## src/rtl/deform_frac_integ.sv

```systemverilog
// deform_frac_integ: deformable fractional-order integrator.
//   y[n] = y[n-1]*DECAY + x[n]*GAIN   (signed Q8.24)
// A single 32x32 signed multiplier is time-shared between the feedback
// and the input product, sequenced by IDLE -> MUL_Y -> MUL_X -> SUM -> OUT.
// Optional feature: define DEFORM_INTEG_SAT_EN to saturate the sum and
// raise a sticky sat_flag; otherwise the sum wraps and sat_flag is 0.
//
// Handshake: a transfer happens on a rising clk edge where valid and ready
// are both high. in_ready is high only in IDLE. out_valid stays high and
// out_data stays stable until the edge where out_ready is also high.
module deform_frac_integ #(
    parameter logic signed [31:0] DECAY = 32'sd16610280,
    parameter logic signed [31:0] GAIN  = 32'sd335544,
    parameter int                 FRAC  = 24
) (
    input  logic        clk,
    input  logic        rst,
    input  logic [31:0] in_data,
    input  logic        in_valid,
    output logic        in_ready,
    output logic [31:0] out_data,
    output logic        out_valid,
    input  logic        out_ready,
    output logic        out_toggle,
    output logic        sat_flag,
    output logic [2:0]  state_dbg
);

    typedef enum logic [2:0] {
        IDLE  = 3'd0,
        MUL_Y = 3'd1,
        MUL_X = 3'd2,
        SUM   = 3'd3,
        OUT   = 3'd4
    } state_t;

    state_t state;
    state_t state_next;

    logic signed [31:0] y_reg;
    logic signed [31:0] x_reg;
    logic signed [31:0] mul_a;
    logic signed [31:0] mul_b;
    logic signed [63:0] prod;
    logic        [31:0] p_y_hi;
    logic        [31:0] p_x_hi;
    logic        [32:0] s;
    logic        [31:0] result;

    // Bits of the product below the binary point and above the Q8.24 range are dropped.
    logic unused_prod_bits;
    assign unused_prod_bits = ^{prod[63:FRAC+32], prod[FRAC-1:0]};

    assign in_ready  = (state == IDLE);
    assign state_dbg = state;

    // Shared multiplier: feedback product in MUL_Y, input product otherwise.
    assign mul_a = (state == MUL_Y) ? y_reg : x_reg;
    assign mul_b = (state == MUL_Y) ? DECAY : GAIN;
    assign prod  = 64'(mul_a) * 64'(mul_b);

    // The Q8.24 slices are sign-extended to 33 bits so overflow is visible in s[32:31].
    assign s = {p_y_hi[31], p_y_hi} + {p_x_hi[31], p_x_hi};

`ifdef DEFORM_INTEG_SAT_EN
    logic sat_hit;

    // Clamp the 33-bit sum into the signed 32-bit range.
    always_comb begin
        result  = s[31:0];
        sat_hit = 1'b0;
        if (s[32:31] == 2'b01) begin
            result  = 32'h7FFF_FFFF;
            sat_hit = 1'b1;
        end else if (s[32:31] == 2'b10) begin
            result  = 32'h8000_0000;
            sat_hit = 1'b1;
        end
    end

    // Sticky overflow flag, cleared only by reset.
    always_ff @(posedge clk) begin
        if (rst) begin
            sat_flag <= 1'b0;
        end else if (state == SUM && sat_hit) begin
            sat_flag <= 1'b1;
        end
    end
`else
    logic unused_sum_sign;
    assign unused_sum_sign = s[32];
    assign result          = s[31:0];
    assign sat_flag        = 1'b0;
`endif

    // State register.
    always_ff @(posedge clk) begin
        if (rst) begin
            state <= IDLE;
        end else begin
            state <= state_next;
        end
    end

    // Next-state logic.
    always_comb begin
        state_next = state;
        case (state)
            IDLE:    if (in_valid) state_next = MUL_Y;
            MUL_Y:   state_next = MUL_X;
            MUL_X:   state_next = SUM;
            SUM:     state_next = OUT;
            OUT:     if (out_ready) state_next = IDLE;
            default: state_next = IDLE;
        endcase
    end

    // Datapath registers, advanced by the current state.
    always_ff @(posedge clk) begin
        if (rst) begin
            y_reg      <= '0;
            x_reg      <= '0;
            p_y_hi     <= '0;
            p_x_hi     <= '0;
            out_data   <= '0;
            out_valid  <= 1'b0;
            out_toggle <= 1'b0;
        end else begin
            case (state)
                IDLE: begin
                    if (in_valid) x_reg <= in_data;
                end
                MUL_Y: p_y_hi <= prod[FRAC+31:FRAC];
                MUL_X: p_x_hi <= prod[FRAC+31:FRAC];
                SUM: begin
                    y_reg     <= result;
                    out_data  <= result;
                    out_valid <= 1'b1;
                end
                OUT: begin
                    if (out_ready) begin
                        out_valid  <= 1'b0;
                        out_toggle <= ~out_toggle;
                    end
                end
                default: ;
            endcase
        end
    end

endmodule

```

## config.mk

```make
export PLATFORM = sky130hd
export DESIGN_NAME = deform_frac_integ
export DESIGN_NICKNAME = d
export VERILOG_FILES = /design/src/rtl/deform_frac_integ.sv
export SDC_FILE = /design/constraint.sdc
export NUM_CORES = 2
export LEC_CHECK = 0
export CORE_AREA = 2 2 244 246
export DETAILED_ROUTE_END_ITERATION = 10
export DIE_AREA = 0 0 246 248
export SLEW_MARGIN = 20
export SYNTH_ARGS = -nofsm -noshare
export SYNTH_HDL_FRONTEND = slang
export SYNTH_SLANG_ARGS = --single-unit
```

## constraint.sdc

```tcl
create_clock -name clk -period 10.8 [get_ports clk]
set_input_delay 1.62 -clock clk [delete_from_list [all_inputs] [get_ports clk]]
set_output_delay 1.62 -clock clk [all_outputs]
set_load 0.1 [all_outputs]
```

==> metrics.cfg <==
[floorplanning]
ios = 75
fp-row-count = 89
design.core.area_um2 = 58500
die_x_um = 246
start_util_pct = 44.4
dieArea_um2 = 61000
fp.dieH_um = 248

[global_route]
grt_max_degree = 121
grt-ovfl-total = 0
antenna_found_initial = 0
grt_pass1_vias = 21500
grtUsageTotal_pct = 27.0
grt_pass1_wl_mm = 123

[clock_tree]
post_cts_buffers = 0
cts_resized = 0
cts_tree = built
cts_root_buf = clkbuf_16
worstSkewPairLatency_ns = 0.49
postCtsHoldBufs = 0
clock-sinks = 133
cts.reportedPaths.clkPinSlew_ns = 0.07
cts_max_level = 4
clockBufferDepth = 2
cts_buffers = 17

[synth]
ys_warn_count = 0
ys_seq_elements = 133
synth_edf_count = 0
syn_area_um2 = 26000
post_synth_num_cell_types = 70
synth_flop_cell = dfxtp_1
syn_area_per_cell_um2 = 8.78
async_reset_ff_share_pct = 0
seq_area_frac_synth_pct = 10.3
synthCells = 2959

[sta]
skew_ns = 0.0149
fin_crit_ns = 9.15
rsz0062_at_grt = false
drv_slew = 0
setup_violations = 0
finalSetupTns_ns = 0
worstMarginPinSlew_ns = 0.987
hold_slack_ns = 0.452
worst_slew_margin_rel_pct = 34.0
min_period_over_period_pct = 84.7
clock.fmax_mhz = 109
hold_viol_final = 0

[worst_setup_path]
cp_num_buf_inv = 7
cpLargestDelayFamily = adder cells
endpoint_kind = flop
required_ns = 11.17
r2r_cells = 27
critPathLaunchType = flop
crit_fanout = 120
arrival_ns = 9.52
rrSetupSlack_ns = 1.65
path_common_cell = fa_1
slowest_stage = o41ai_1
slowest_delay_ns = 0.61
timing.rr.start = state_dbg[0]$_SDFFE_PP0P_
timing.rr.end = p_x_hi[31]$_SDFFE_PP0N_
crit_type = reg -> reg

[place]
place_area_um2 = 27400
dpl.hpwl_mm = 66.2
finalWeightedCongestion = 0.957
io_buffers = 73

[power]
ir_worst_vdd_v = 0.000203
power_density_nw_per_um2 = 180
p_clk_share_pct = 12.3
comb_power_share_pct = 74.7
leakage_nw = 15.2
power_w = 0.00504
p_int_w = 0.00232
p_switching_w = 0.00272
seq_power_share_pct = 13.0
switching_share_pct = 54.0

[drt]
drc = 0
vias = 19700
wire_per_inst_um = 20.7
drt_pass1_iterations = 5
wirelength_mm = 77.9
vias_per_cell = 5.24
dr.first_iter.drc_count = 1260
antenna_left = 0

[min_path]
min_path_cells = 2
worstHoldPathType = reg -> reg
worstHoldStart = y_reg[9]$_SDFFE_PP0P_
min_to = y_reg[9]$_SDFFE_PP0P_

[finish]
fin_area_um2 = 28000
layout-drive-gt1-share_pct = 2.61
nets = 3779
most-common-layout-cells = inv_1 (736), fa_1 (497), nand2_1 (391)
antenna_cells = 0
area_growth_pct = 7.94
layout_commonest_cell = inv_1

[job]
maxCapViolations = 0

[run_status]
status = completed

[power by group through the flow]
stage | registers, W | logic, W | clock network [W]
3_5_place_dp | 0.000662 | 0.00375 | 0
5_1_grt | 0.000661 | 0.00428 | 0.000651
6_report | 0.000653 | 0.00376 | 0.000619
3_3_place_gp | 0.000660 | 0.00373 | 0
4_1_cts | 0.000652 | 0.00379 | 0.000631
2_1_floorplan | 0.000663 | 0.00273 | 0
[worst max path at each step]
stage,to,cells after the start,start
after floorplan,p_y_hi[31]$_SDFFE_PP0N_,27,state_dbg[0]$_SDFFE_PP0P_
after detailed placement,p_x_hi[31]$_SDFFE_PP0N_,27,state_dbg[0]$_SDFFE_PP0P_
after global placement,p_x_hi[31]$_SDFFE_PP0N_,27,state_dbg[0]$_SDFFE_PP0P_
after CTS,p_x_hi[31]$_SDFFE_PP0N_,27,state_dbg[0]$_SDFFE_PP0P_
after global routing,p_y_hi[31]$_SDFFE_PP0N_,27,state_dbg[0]$_SDFFE_PP0P_
final,p_x_hi[31]$_SDFFE_PP0N_,27,state_dbg[0]$_SDFFE_PP0P_
[Yosys cell counts (all sizes together), types with 10 or more instances]
library cell / count / area [µm²]
o21a: 12 / 90.1
inv: 736 / 2760
fa: 497 / 9950
ha: 274 / 3430
xor2: 44 / 385
buf: 16 / 85.1
o211ai: 13 / 103
a21o: 40 / 300
o21bai: 12 / 90.1
and3: 13 / 81.3
a21oi: 192 / 968
xnor2: 52 / 455
nor3: 24 / 120
or2: 12 / 75.1
nand2: 392 / 1470
clkbuf: 91 / 342
a211oi: 14 / 105
maj3: 16 / 160
dfxtp: 133 / 2660
a21boi: 10 / 75.1
and2: 10 / 62.6
nand3b: 28 / 210
o21ai: 52 / 260
nor2: 75 / 282
nand3: 44 / 220
a31oi: 18 / 113
nand2b: 26 / 163
or4: 11 / 82.6
nand4: 18 / 113
[through the flow]
step / utilization (%) / worst slack [ns] / std cells
after floorplan: - / 1.77 / 2969
after global placement: 46.9 / 2.04 / 3726
after detailed placement: 46.9 / 1.84 / 3726
after CTS: 47.9 / 1.81 / 3758
after global routing: 48.0 / 1.12 / 3758
final: 48.0 / 1.65 / 3758
[area by class of cell]
type | count | area (µm²)
flip-flops and latches | 133 | 2660
inverters | 736 | 2760
clock buffers | 20 | 447
repair buffers | 91 | 880
clock inverters | 12 | 145
multi-input cells | 1993 | 20200
well taps | 773 | 967
fillers | 5708 | 30400
[per-layer routing]
layer	share of wire [%]	GRT usage [%]
met5	0	0
met1	41	32.5
met2	51	48.9
met3	3.4	2.98
met4	4.5	11.5
[cell families after synthesis]
logic type / Yosys count / share of synthesized area [%]
buffers and inverters: 843 / 12.3
adders and majority gates: 787 / 52.1
DFF: 133 / 10.3
xor gates and xnor gates: 96 / 3.24
muxes: 8 / 0.313
AOI/OAI and AO/OA: 400 / 9.61
other: 2 / 0.0289
and+or+nand+nor: 690 / 12.2
[worst reg2reg max path: stages, from the launching register on]
cell and delay (ns):
dfxtp_1 0.50, nor3b_2 0.30, buf_12 0.33, nand2_1 0.77, nand2_1 0.32, inv_1 0.17, fa_1 0.52, inv_1 0.06
fa_1 0.55, inv_1 0.08, fa_1 0.53, inv_1 0.07, fa_1 0.49, fa_1 0.50, fa_1 0.49, inv_1 0.05
fa_1 0.47, inv_1 0.04, ha_1 0.49, nand2_1 0.18, o21ai_0 0.27, a2111oi_0 0.09, or3b_1 0.43, a21oi_1 0.27
a21oi_2 0.18, o41ai_1 0.61, or4_1 0.20, nand3_1 0.07
(Power assumes the default switching activity.)
